**config.mk**
```make
export PLATFORM = sky130hd
export DESIGN_NAME = axi_up_cfg_slv_flat
export DESIGN_NICKNAME = d
export VERILOG_FILES = /design/src/rtl/axi_up_pkg.sv /design/src/rtl/axi_bus.sv /design/src/rtl/axi_up_regfile.sv /design/src/rtl/axi_up_cfg_slv.sv /design/src/flat_wrapper.sv
export SDC_FILE = /design/constraint.sdc
export NUM_CORES = 1
export LEC_CHECK = 0
export ABC_AREA = 1
export BUFFER_PORTS_ARGS = -buffer_cell sky130_fd_sc_hd__buf_4
export CAP_MARGIN = 40
export CORE_MARGIN = 4
export CORE_UTILIZATION = 48
export DETAILED_ROUTE_END_ITERATION = 8
export GPL_ROUTABILITY_DRIVEN = 0
export PLACE_DENSITY_LB_ADDON = 0.05
export SLEW_MARGIN = 20
export SYNTH_ARGS = -nofsm -noshare
export SYNTH_HDL_FRONTEND = slang
export SYNTH_SLANG_ARGS = --single-unit
```
**constraint.sdc**
```tcl
create_clock -name ACLK -period 2.7 [get_ports ACLK]
set_clock_uncertainty 0.2 [all_clocks]
set_input_delay 0.135 -clock ACLK [delete_from_list [all_inputs] [get_ports ACLK]]
set_output_delay 0.135 -clock ACLK [all_outputs]
set_load 0.01 [all_outputs]
```
**src/rtl/axi_up_pkg.sv**
```systemverilog
// Register map, response codes and FSM state types shared by the
// user-plugin copy-engine configuration slave.
package axi_up_pkg;

  localparam logic [2:0] REG_SRC    = 3'd0;
  localparam logic [2:0] REG_DST    = 3'd1;
  localparam logic [2:0] REG_SIZE   = 3'd2;
  localparam logic [2:0] REG_CTRL   = 3'd3;
  localparam logic [2:0] REG_CMD    = 3'd4;
  localparam logic [2:0] REG_STATUS = 3'd5;

  localparam int CTRL_INT_EN_BIT = 0;
  localparam int CMD_TRIGGER_BIT = 1 - 1;
  localparam int CMD_CLR_INT_BIT = 1;
  localparam int STATUS_BUSY_BIT = 0;
  localparam int STATUS_INT_BIT  = 1;

  localparam logic [1:0] RESP_OKAY   = 2'b00;
  localparam logic [1:0] RESP_SLVERR = 2'b10;

  typedef enum logic [1:0] {W_IDLE, W_DATA, W_RESP} wr_state_t;
  typedef enum logic       {R_IDLE, R_DATA} rd_state_t;

  // Byte-lane merge of a new write into the current register contents.
  function automatic logic [31:0] strb_merge(input logic [31:0] old_val,
                                             input logic [31:0] new_val,
                                             input logic [3:0]  strb);
    logic [31:0] res;
    for (int i = 0; i < 4; i++) begin
      res[8*i +: 8] = strb[i] ? new_val[8*i +: 8] : old_val[8*i +: 8];
    end
    return res;
  endfunction

endpackage

```
**src/rtl/axi_bus.sv**
```systemverilog
// Minimal AXI4 bus bundle carrying the signals this slave consumes or drives.
interface AXI_BUS #(
  parameter int AXI_ADDR_WIDTH = 32,
  parameter int AXI_DATA_WIDTH = 32,
  parameter int AXI_ID_WIDTH   = 10,
  parameter int AXI_USER_WIDTH = 1
);

  logic                        aw_valid;
  logic                        aw_ready;
  logic [AXI_ADDR_WIDTH-1:0]   aw_addr;
  logic [7:0]                  aw_len;
  logic [AXI_ID_WIDTH-1:0]     aw_id;

  logic                        w_valid;
  logic                        w_ready;
  logic [AXI_DATA_WIDTH-1:0]   w_data;
  logic [AXI_DATA_WIDTH/8-1:0] w_strb;
  logic                        w_last;

  logic                        b_valid;
  logic                        b_ready;
  logic [1:0]                  b_resp;
  logic [AXI_ID_WIDTH-1:0]     b_id;
  logic [AXI_USER_WIDTH-1:0]   b_user;

  logic                        ar_valid;
  logic                        ar_ready;
  logic [AXI_ADDR_WIDTH-1:0]   ar_addr;
  logic [7:0]                  ar_len;
  logic [AXI_ID_WIDTH-1:0]     ar_id;

  logic                        r_valid;
  logic                        r_ready;
  logic [AXI_DATA_WIDTH-1:0]   r_data;
  logic [1:0]                  r_resp;
  logic                        r_last;
  logic [AXI_ID_WIDTH-1:0]     r_id;
  logic [AXI_USER_WIDTH-1:0]   r_user;

  modport Slave (
    input  aw_valid, aw_addr, aw_len, aw_id, output aw_ready,
    input  w_valid, w_data, w_strb, w_last, output w_ready,
    output b_valid, b_resp, b_id, b_user, input b_ready,
    input  ar_valid, ar_addr, ar_len, ar_id, output ar_ready,
    output r_valid, r_data, r_resp, r_last, r_id, r_user, input r_ready
  );

endinterface

```
**src/rtl/axi_up_regfile.sv**
```systemverilog
// Copy-engine register bank: storage with byte strobes, busy lock on the
// transfer parameters, command pulses and the read mux.
module axi_up_regfile
  import axi_up_pkg::*;
#(
  parameter int ADDR_WIDTH = 32,
  parameter int DATA_WIDTH = 32,
  parameter int SIZE_WIDTH = 16
) (
  input  logic                    ACLK,
  input  logic                    ARESETn,
  input  logic                    wr_en,
  input  logic [2:0]              wr_addr,
  input  logic [DATA_WIDTH-1:0]   wr_data,
  input  logic [DATA_WIDTH/8-1:0] wr_strb,
  output logic                    wr_err,
  input  logic [2:0]              rd_addr,
  output logic [DATA_WIDTH-1:0]   rd_data,
  output logic                    rd_err,
  input  logic                    status_busy_i,
  input  logic                    status_int_pending_i,
  output logic [ADDR_WIDTH-1:0]   src_addr_o,
  output logic [ADDR_WIDTH-1:0]   dst_addr_o,
  output logic [SIZE_WIDTH-1:0]   size_o,
  output logic                    ctrl_int_en_o,
  output logic                    cmd_trigger_pulse_o,
  output logic                    cmd_clr_int_pulse_o
);

  // Transfer parameters are frozen while the engine runs; CTRL/CMD stay live.
  always_comb begin
    wr_err = 1'b1;
    case (wr_addr)
      REG_SRC, REG_DST, REG_SIZE: wr_err = status_busy_i;
      REG_CTRL, REG_CMD:          wr_err = 1'b0;
      default:                    wr_err = 1'b1;
    endcase
  end

  always_ff @(posedge ACLK or negedge ARESETn) begin
    if (!ARESETn) begin
      src_addr_o          <= '0;
      dst_addr_o          <= '0;
      size_o              <= '0;
      ctrl_int_en_o       <= 1'b0;
      cmd_trigger_pulse_o <= 1'b0;
      cmd_clr_int_pulse_o <= 1'b0;
    end else begin
      if (wr_en && !wr_err && wr_addr == REG_SRC)
        src_addr_o <= strb_merge(src_addr_o, wr_data, wr_strb);
      if (wr_en && !wr_err && wr_addr == REG_DST)
        dst_addr_o <= strb_merge(dst_addr_o, wr_data, wr_strb);
      if (wr_en && !wr_err && wr_addr == REG_SIZE) begin
        for (int i = 0; i < SIZE_WIDTH; i++) begin
          if (wr_strb[i/8]) size_o[i] <= wr_data[i];
        end
      end
      if (wr_en && wr_addr == REG_CTRL && wr_strb[0])
        ctrl_int_en_o <= wr_data[CTRL_INT_EN_BIT];
      cmd_trigger_pulse_o <= wr_en && wr_addr == REG_CMD && wr_strb[0] && wr_data[CMD_TRIGGER_BIT];
      cmd_clr_int_pulse_o <= wr_en && wr_addr == REG_CMD && wr_strb[0] && wr_data[CMD_CLR_INT_BIT];
    end
  end

  always_comb begin
    rd_data = '0;
    rd_err  = 1'b0;
    case (rd_addr)
      REG_SRC:  rd_data = src_addr_o;
      REG_DST:  rd_data = dst_addr_o;
      REG_SIZE: rd_data[SIZE_WIDTH-1:0] = size_o;
      REG_CTRL: rd_data[CTRL_INT_EN_BIT] = ctrl_int_en_o;
      REG_CMD:  rd_data = '0;
      REG_STATUS: begin
        rd_data[STATUS_BUSY_BIT] = status_busy_i;
        rd_data[STATUS_INT_BIT]  = status_int_pending_i;
      end
      default:  rd_err = 1'b1;
    endcase
  end

endmodule

```
**src/rtl/axi_up_cfg_slv.sv**
```systemverilog
// AXI4 slave front end for the copy-engine register bank: independent
// write and read channel FSMs, INCR bursts handled one word per beat.
module axi_up_cfg_slv
  import axi_up_pkg::*;
#(
  parameter int AXI4_ADDR_WIDTH = 32,
  parameter int AXI4_DATA_WIDTH = 32,
  parameter int AXI4_ID_WIDTH   = 10,
  parameter int AXI4_USER_WIDTH = 1,
  parameter int REG_SIZE_WIDTH  = 16
) (
  input  logic                       ACLK,
  input  logic                       ARESETn,
  AXI_BUS.Slave                      slv,
  output logic [AXI4_ADDR_WIDTH-1:0] src_addr_o,
  output logic [AXI4_ADDR_WIDTH-1:0] dst_addr_o,
  output logic [REG_SIZE_WIDTH-1:0]  size_o,
  output logic                       ctrl_int_en_o,
  output logic                       cmd_trigger_pulse_o,
  output logic                       cmd_clr_int_pulse_o,
  input  logic                       status_busy_i,
  input  logic                       status_int_pending_i
);

  wr_state_t                  wr_state_q, wr_state_d;
  rd_state_t                  rd_state_q, rd_state_d;
  logic [AXI4_ID_WIDTH-1:0]   aw_id_q, r_id_q;
  logic [2:0]                 wr_addr_q, rd_addr_q, rd_addr_sel;
  logic                       wr_err_q, wr_en, beat_err;
  logic [7:0]                 rd_len_q, rd_cnt_q;
  logic [AXI4_DATA_WIDTH-1:0] r_data_q, rd_data;
  logic [1:0]                 r_resp_q;
  logic                       r_last_q, rd_err, ar_hs, r_hs;
  logic                       unused_addr_bits;

  // Only the word index selects a register; the interconnect decodes the rest.
  assign unused_addr_bits = ^{slv.aw_addr[AXI4_ADDR_WIDTH-1:5], slv.aw_addr[1:0],
                              slv.ar_addr[AXI4_ADDR_WIDTH-1:5], slv.ar_addr[1:0], slv.aw_len};

  always_comb begin
    wr_state_d   = wr_state_q;
    slv.aw_ready = 1'b0;
    slv.w_ready  = 1'b0;
    slv.b_valid  = 1'b0;
    wr_en        = 1'b0;
    case (wr_state_q)
      W_IDLE: begin
        slv.aw_ready = 1'b1;
        if (slv.aw_valid) wr_state_d = W_DATA;
      end
      W_DATA: begin
        slv.w_ready = 1'b1;
        wr_en       = slv.w_valid;
        if (slv.w_valid && slv.w_last) wr_state_d = W_RESP;
      end
      W_RESP: begin
        slv.b_valid = 1'b1;
        if (slv.b_ready) wr_state_d = W_IDLE;
      end
      default: wr_state_d = W_IDLE;
    endcase
  end

  always_ff @(posedge ACLK or negedge ARESETn) begin
    if (!ARESETn) begin
      wr_state_q <= W_IDLE;
      aw_id_q    <= '0;
      wr_addr_q  <= '0;
      wr_err_q   <= 1'b0;
    end else begin
      wr_state_q <= wr_state_d;
      if (wr_state_q == W_IDLE && slv.aw_valid) begin
        aw_id_q   <= slv.aw_id;
        wr_addr_q <= slv.aw_addr[4:2];
        wr_err_q  <= 1'b0;
      end
      if (wr_en) begin
        wr_addr_q <= wr_addr_q + 3'd1;
        wr_err_q  <= wr_err_q | beat_err;
      end
    end
  end

  assign slv.b_resp = wr_err_q ? RESP_SLVERR : RESP_OKAY;
  assign slv.b_id   = aw_id_q;
  assign slv.b_user = '0;

  assign ar_hs = slv.ar_valid && rd_state_q == R_IDLE;
  assign r_hs  = slv.r_ready && rd_state_q == R_DATA;

  always_comb begin
    rd_state_d   = rd_state_q;
    slv.ar_ready = 1'b0;
    slv.r_valid  = 1'b0;
    case (rd_state_q)
      R_IDLE: begin
        slv.ar_ready = 1'b1;
        if (slv.ar_valid) rd_state_d = R_DATA;
      end
      R_DATA: begin
        slv.r_valid = 1'b1;
        if (slv.r_ready && r_last_q) rd_state_d = R_IDLE;
      end
      default: rd_state_d = R_IDLE;
    endcase
  end

  // The mux looks one word ahead so each beat is registered when loaded.
  assign rd_addr_sel = (rd_state_q == R_IDLE) ? slv.ar_addr[4:2] : rd_addr_q + 3'd1;

  always_ff @(posedge ACLK or negedge ARESETn) begin
    if (!ARESETn) begin
      rd_state_q <= R_IDLE;
      rd_addr_q  <= '0;
      rd_len_q   <= '0;
      rd_cnt_q   <= '0;
      r_id_q     <= '0;
      r_data_q   <= '0;
      r_resp_q   <= RESP_OKAY;
      r_last_q   <= 1'b0;
    end else begin
      rd_state_q <= rd_state_d;
      if (ar_hs) begin
        rd_addr_q <= slv.ar_addr[4:2];
        rd_len_q  <= slv.ar_len;
        rd_cnt_q  <= '0;
        r_id_q    <= slv.ar_id;
        r_data_q  <= rd_data;
        r_resp_q  <= rd_err ? RESP_SLVERR : RESP_OKAY;
        r_last_q  <= (slv.ar_len == 8'd0);
      end else if (r_hs && !r_last_q) begin
        rd_addr_q <= rd_addr_sel;
        rd_cnt_q  <= rd_cnt_q + 8'd1;
        r_data_q  <= rd_data;
        r_resp_q  <= rd_err ? RESP_SLVERR : RESP_OKAY;
        r_last_q  <= (rd_cnt_q + 8'd1 == rd_len_q);
      end
    end
  end

  assign slv.r_data = r_data_q;
  assign slv.r_resp = r_resp_q;
  assign slv.r_last = r_last_q;
  assign slv.r_id   = r_id_q;
  assign slv.r_user = '0;

  axi_up_regfile #(
    .ADDR_WIDTH (AXI4_ADDR_WIDTH),
    .DATA_WIDTH (AXI4_DATA_WIDTH),
    .SIZE_WIDTH (REG_SIZE_WIDTH)
  ) u_regfile (
    .ACLK                 (ACLK),
    .ARESETn              (ARESETn),
    .wr_en                (wr_en),
    .wr_addr              (wr_addr_q),
    .wr_data              (slv.w_data),
    .wr_strb              (slv.w_strb),
    .wr_err               (beat_err),
    .rd_addr              (rd_addr_sel),
    .rd_data              (rd_data),
    .rd_err               (rd_err),
    .status_busy_i        (status_busy_i),
    .status_int_pending_i (status_int_pending_i),
    .src_addr_o           (src_addr_o),
    .dst_addr_o           (dst_addr_o),
    .size_o               (size_o),
    .ctrl_int_en_o        (ctrl_int_en_o),
    .cmd_trigger_pulse_o  (cmd_trigger_pulse_o),
    .cmd_clr_int_pulse_o  (cmd_clr_int_pulse_o)
  );

endmodule

```
**src/flat_wrapper.sv**
```systemverilog
// flat-port wrapper written by rule: the top's interface ports become plain ports
module axi_up_cfg_slv_flat import axi_up_pkg::*;
#(
  parameter int AXI4_ADDR_WIDTH = 32,
  parameter int AXI4_DATA_WIDTH = 32,
  parameter int AXI4_ID_WIDTH   = 10,
  parameter int AXI4_USER_WIDTH = 1,
  parameter int REG_SIZE_WIDTH  = 16
)
  (ACLK, ARESETn, src_addr_o, dst_addr_o, size_o, ctrl_int_en_o, cmd_trigger_pulse_o, cmd_clr_int_pulse_o, status_busy_i, status_int_pending_i, slv_aw_valid, slv_aw_addr, slv_aw_len, slv_aw_id, slv_aw_ready, slv_w_valid, slv_w_data, slv_w_strb, slv_w_last, slv_w_ready, slv_b_valid, slv_b_resp, slv_b_id, slv_b_user, slv_b_ready, slv_ar_valid, slv_ar_addr, slv_ar_len, slv_ar_id, slv_ar_ready, slv_r_valid, slv_r_data, slv_r_resp, slv_r_last, slv_r_id, slv_r_user, slv_r_ready);
  AXI_BUS #(.AXI_ADDR_WIDTH(32), .AXI_DATA_WIDTH(32), .AXI_ID_WIDTH(10), .AXI_USER_WIDTH(1)) slv_i ();
  input  logic ACLK;
  input  logic ARESETn;
  output logic [AXI4_ADDR_WIDTH-1:0] src_addr_o;
  output logic [AXI4_ADDR_WIDTH-1:0] dst_addr_o;
  output logic [REG_SIZE_WIDTH-1:0] size_o;
  output logic ctrl_int_en_o;
  output logic cmd_trigger_pulse_o;
  output logic cmd_clr_int_pulse_o;
  input  logic status_busy_i;
  input  logic status_int_pending_i;
  input wire logic [$bits(slv_i.aw_valid)-1:0] slv_aw_valid;
  input wire logic [$bits(slv_i.aw_addr)-1:0] slv_aw_addr;
  input wire logic [$bits(slv_i.aw_len)-1:0] slv_aw_len;
  input wire logic [$bits(slv_i.aw_id)-1:0] slv_aw_id;
  output wire logic [$bits(slv_i.aw_ready)-1:0] slv_aw_ready;
  input wire logic [$bits(slv_i.w_valid)-1:0] slv_w_valid;
  input wire logic [$bits(slv_i.w_data)-1:0] slv_w_data;
  input wire logic [$bits(slv_i.w_strb)-1:0] slv_w_strb;
  input wire logic [$bits(slv_i.w_last)-1:0] slv_w_last;
  output wire logic [$bits(slv_i.w_ready)-1:0] slv_w_ready;
  output wire logic [$bits(slv_i.b_valid)-1:0] slv_b_valid;
  output wire logic [$bits(slv_i.b_resp)-1:0] slv_b_resp;
  output wire logic [$bits(slv_i.b_id)-1:0] slv_b_id;
  output wire logic [$bits(slv_i.b_user)-1:0] slv_b_user;
  input wire logic [$bits(slv_i.b_ready)-1:0] slv_b_ready;
  input wire logic [$bits(slv_i.ar_valid)-1:0] slv_ar_valid;
  input wire logic [$bits(slv_i.ar_addr)-1:0] slv_ar_addr;
  input wire logic [$bits(slv_i.ar_len)-1:0] slv_ar_len;
  input wire logic [$bits(slv_i.ar_id)-1:0] slv_ar_id;
  output wire logic [$bits(slv_i.ar_ready)-1:0] slv_ar_ready;
  output wire logic [$bits(slv_i.r_valid)-1:0] slv_r_valid;
  output wire logic [$bits(slv_i.r_data)-1:0] slv_r_data;
  output wire logic [$bits(slv_i.r_resp)-1:0] slv_r_resp;
  output wire logic [$bits(slv_i.r_last)-1:0] slv_r_last;
  output wire logic [$bits(slv_i.r_id)-1:0] slv_r_id;
  output wire logic [$bits(slv_i.r_user)-1:0] slv_r_user;
  input wire logic [$bits(slv_i.r_ready)-1:0] slv_r_ready;
  assign slv_i.aw_valid = slv_aw_valid;
  assign slv_i.aw_addr = slv_aw_addr;
  assign slv_i.aw_len = slv_aw_len;
  assign slv_i.aw_id = slv_aw_id;
  assign slv_aw_ready = slv_i.aw_ready;
  assign slv_i.w_valid = slv_w_valid;
  assign slv_i.w_data = slv_w_data;
  assign slv_i.w_strb = slv_w_strb;
  assign slv_i.w_last = slv_w_last;
  assign slv_w_ready = slv_i.w_ready;
  assign slv_b_valid = slv_i.b_valid;
  assign slv_b_resp = slv_i.b_resp;
  assign slv_b_id = slv_i.b_id;
  assign slv_b_user = slv_i.b_user;
  assign slv_i.b_ready = slv_b_ready;
  assign slv_i.ar_valid = slv_ar_valid;
  assign slv_i.ar_addr = slv_ar_addr;
  assign slv_i.ar_len = slv_ar_len;
  assign slv_i.ar_id = slv_ar_id;
  assign slv_ar_ready = slv_i.ar_ready;
  assign slv_r_valid = slv_i.r_valid;
  assign slv_r_data = slv_i.r_data;
  assign slv_r_resp = slv_i.r_resp;
  assign slv_r_last = slv_i.r_last;
  assign slv_r_id = slv_i.r_id;
  assign slv_r_user = slv_i.r_user;
  assign slv_i.r_ready = slv_r_ready;
  axi_up_cfg_slv #(.AXI4_ADDR_WIDTH(AXI4_ADDR_WIDTH), .AXI4_DATA_WIDTH(AXI4_DATA_WIDTH), .AXI4_ID_WIDTH(AXI4_ID_WIDTH), .AXI4_USER_WIDTH(AXI4_USER_WIDTH), .REG_SIZE_WIDTH(REG_SIZE_WIDTH)) u_core (.ACLK(ACLK), .ARESETn(ARESETn), .slv(slv_i), .src_addr_o(src_addr_o), .dst_addr_o(dst_addr_o), .size_o(size_o), .ctrl_int_en_o(ctrl_int_en_o), .cmd_trigger_pulse_o(cmd_trigger_pulse_o), .cmd_clr_int_pulse_o(cmd_clr_int_pulse_o), .status_busy_i(status_busy_i), .status_int_pending_i(status_int_pending_i));
endmodule
```
==> reports/results.tsv <==
stage	metric	value	unit
run_status	status	finished, final reports clean	
route	Via Count	7060	
floorplan	I/O pin count	293	
power	Pleak	5.617	nW
synth	mux cell area share after synthesis	0	
critical_path	crit-path max cell delay	580	ps
floorplan	Core ar.	14530	um^2
route	via/cell ratio	5.057	
finish	most common cell after layout, fill and taps aside	nand2_1	
finish	area of the multi-input gates	2691	um^2
sta	Tightest Pin Transition	741.3	ps
clock_tree	clock-pin slew of the registers on the worst-case setup and hold paths	70	ps
placed_design	Port-buffer cells	222	
critical_path	CP Capture Type	flip-flop	
floorplan	Horiz. Die Dim	130.0	um
critical_path	WP data required	2870	ps
power	switching power total	4.480	mW
power	switch share	0.3865	
critical_path	RR Endpoint	u_core.u_regfile.size_o[0]	
critical_path	crit-path max FO	4	
floorplan	die area	16890	um^2
power	Peak VDD IR	0.0007079	V
route	met3 WL	1679	um
synth	Avg Cell Area, Syn	8.302	um^2
synth	post-synth top area cell	dfrtp_1	
route	DR iter-0 viols	451	
synth	Area contributors post-synth	dfrtp_1 57%, nand2_1 19%, o21ai_0 5.3%, nand3_1 4.7%, inv_1 3.2%	
route	metal2 WL	11100	um
power	Reg power frac	0.353	
power	P per Cell Area	1073	nW/um^2
finish	final core utilization	0.7435	
synth	mapped cell area	7139	um^2
sta	max-slew violation count	0	
critical_path	Worst Setup SP	u_core.wr_addr_q[0]	
synth	Yosys cell types	30	
finish	layout cell share with drive strength beyond 1	0.2494	
synth	synth warn	0	
grt	initial antenna violation count	0	
hold_path	Min-Delay Path Class	primary input to flip-flop	
synth	compound-gate portion of the synthesized area	0.08325	
finish	most frequent cells in the layout	354 x nand2_1, 243 x buf_4, 163 x dfrtp_1, 103 x dlygate4sd3_1, 74 x o21ai_0	
critical_path	Setup crit start kind	flip-flop	
placed_design	HPWL after detailed placement	14310	um
synth	largest family of logic cells by synthesized area	simple AND/OR/NAND/NOR gates	
sta	highest clock rate	379.8	MHz
synth	Seq/Total Area, Yosys	0.5713	
power	clock network power share	0.218	
floorplan	num rows	44	
clock_tree	CTS Buf Count	17	
route	routed wire length per instance	15.81	um
flow_run	max-cap violations	0	
clock_tree	root buffer cell	clkbuf_16	
power	Pint	7.110	mW
power	Gate power share	0.428	
synth	Seq cells post-synth	163	
finish	Layout area overhead	51.37	%
clock_tree	worst-skew pair later-pin latency	430	ps
sta	Hold Vio Cnt, Final	0	
grt	Total GRT Usage	0.2708	
critical_path	critical path's slowest cell	dlygate4sd3_1	
critical_path	crit path to	u_core.u_regfile.size_o[0]	
clock_tree	CTS tree	built	
sta	final setup vio count	0	
route	DRT met1 WL	8640	um
critical_path	critical-path cell list	inv_2 -> ha_2 -> inv_1 -> nor2_2 -> nor2_2 -> nand2_2 -> nand2_2 -> o21ai_4 -> nor3_4 -> clkbuf_4 -> nand3_1 -> dlygate4sd3_1 -> nand2_1	
critical_path	WS Path Type	flip-flop to flip-flop	
synth	Synth top area share	0.5713	
synth	Adder-Cell Fraction of Synth Area	0.01227	
finish	Nets	1352	
critical_path	Arrival @ worst endpoint	2800	ps
route	final wirelength	22070	um
route	DRC	0	
clock_tree	CTS max path bufs	2	
route	DRT Pass-1 Iters	6	
floorplan	DIE HEIGHT	130.0	um
grt	first-pass GRT wire length	35650	um
sta	final period utilization	0.9751	
sta	crit path time final	2633	ps
critical_path	r2r setup slk	70	ps
critical_path	reg2reg start	u_core.wr_addr_q[0]	
critical_path	FF-to-FF path depth	13	
finish	register area	4079	um^2
synth	simple-gate area share of the yosys netlist	0.2711	
grt	largest net degree at the start of global routing	78	
synth	Synth Instances	860	
route	Final ANT Viol Nets	0	
clock_tree	clk sinks	163	
grt	vias in the first global route	7043	
grt	grt ovf	0	
sta	total negative slack	0	ps
finish	fillers	1120	
sta	Max transition margin	0.5031	
route	max layer used	met4	
clock_tree	CTS H-tree lvls	4	
floorplan	Starting Density	0.4912	
synth	xor and xnor area share after synthesis	0.002454	
kinds of logic after synthesis:
family,after synthesis
other cells,1
compound gates,110
simple gates,477
xor+xnor,2
buf+inv,100
fa+ha+maj,7
flops,163
metrics by stage:
step / area (um^2) / total power, mW / hold slack, ps / worst slack (ps) / cells
6_report: 10810 / 11.59 / 21.92 / 67.24 / 1396
5_1_grt: 10800 / 12.37 / 51.66 / -32.50 / 1395
4_1_cts: 10750 / 11.51 / 24.36 / 79.10 / 1394
3_5_place_dp: 9060 / 8.665 / 12.46 / 191.1 / 1255
3_3_place_gp: 9040 / 8.527 / 14.13 / 319.2 / 1254
2_1_floorplan: 7151 / 6.398 / -360.6 / 593.7 / 863
worst max-delay path: cells and delay by family (launching register included):
family / cells / cell delay (ps)
buffers and inverters: 4 / 970
adders and majority gates: 1 / 190
AOI/OAI and AO/OA: 1 / 80
DFF: 1 / 410
and+or+nand+nor: 7 / 700
registers in the layout, indices dropped and copies added, names as in the netlist, 2 cells and up:
name and flops:
u_core.u_regfile.size_o 16, u_core.wr_addr_q 3, u_core.rd_addr_q 3, u_core.wr_state_q 2, u_core.slv.r_data 32, u_core.u_regfile.src_addr_o 32, u_core.rd_cnt_q 8, u_core.rd_len_q 8
u_core.u_regfile.dst_addr_o 32, u_core.slv.b_id 10, u_core.slv.r_id 10
worst min path at each step:
| stage | start | to | slack (ps) | cells past startpoint |
|---|---|---|---|---|
| CTS | slv_r_ready | u_core.rd_cnt_q[0] | 20 | 6 |
| detailed placement | ARESETn | u_core.u_regfile.src_addr_o[10] | 10 | 1 |
| floorplan | ARESETn | u_core.rd_addr_q[0] | -360 | 0 |
| finish | slv_w_strb[3] | u_core.u_regfile.dst_addr_o[28] | 20 | 3 |
| global placement | ARESETn | u_core.u_regfile.dst_addr_o[10] | 10 | 1 |
| global route | slv_w_strb[3] | u_core.u_regfile.dst_addr_o[24] | 50 | 3 |
cell type report:
cell class / count / area share
diodes: 1 / 0.0002316
clock buffers: 18 / 0.04064
clock inverters: 13 / 0.01609
inverters: 64 / 0.02223
multi-input cells: 600 / 0.2490
flip-flops and latches: 163 / 0.3774
well taps: 184 / 0.02130
repair buffers: 353 / 0.2730
repair_timing:
action                     4_1_cts  5_1_grt
resized for setup                0       19
hold buffers                   108        0
setup endpoints to repair        0       46
hold endpoints to repair       196        0
buffers inserted                 0        2
cells in the mapped netlist, drive strengths merged:
master and count:
o21ai 80, a31oi 17, o221ai 1, nand3 67, nand2 358, a21boi 1
inv 64, a21oi 3, ha 7, xnor2 2, nor4 4, nor2 41
o22ai 6, o31ai 1, conb 1, clkbuf 10, dfrtp 163, nor3 2
nand4 2, nand3b 3, buf 26, o211ai 1
routing by layer:
layer,vias to the layer above,global-route usage
li1,3418,-
met1,3358,0.3323
met2,238,0.4537
met3,46,0.07368
met4,0,0.1131
met5,-,0
power by group through the flow:
stage | clock network [mW] | logic, mW | registers [mW]
floorplan | 0 | 2.06 | 4.34
global placement | 0 | 4.43 | 4.09
detailed placement | 0 | 4.56 | 4.11
CTS | 2.55 | 4.87 | 4.08
global route | 2.66 | 5.49 | 4.23
finish | 2.53 | 4.96 | 4.10
Power figures use the tool's default switching activity.
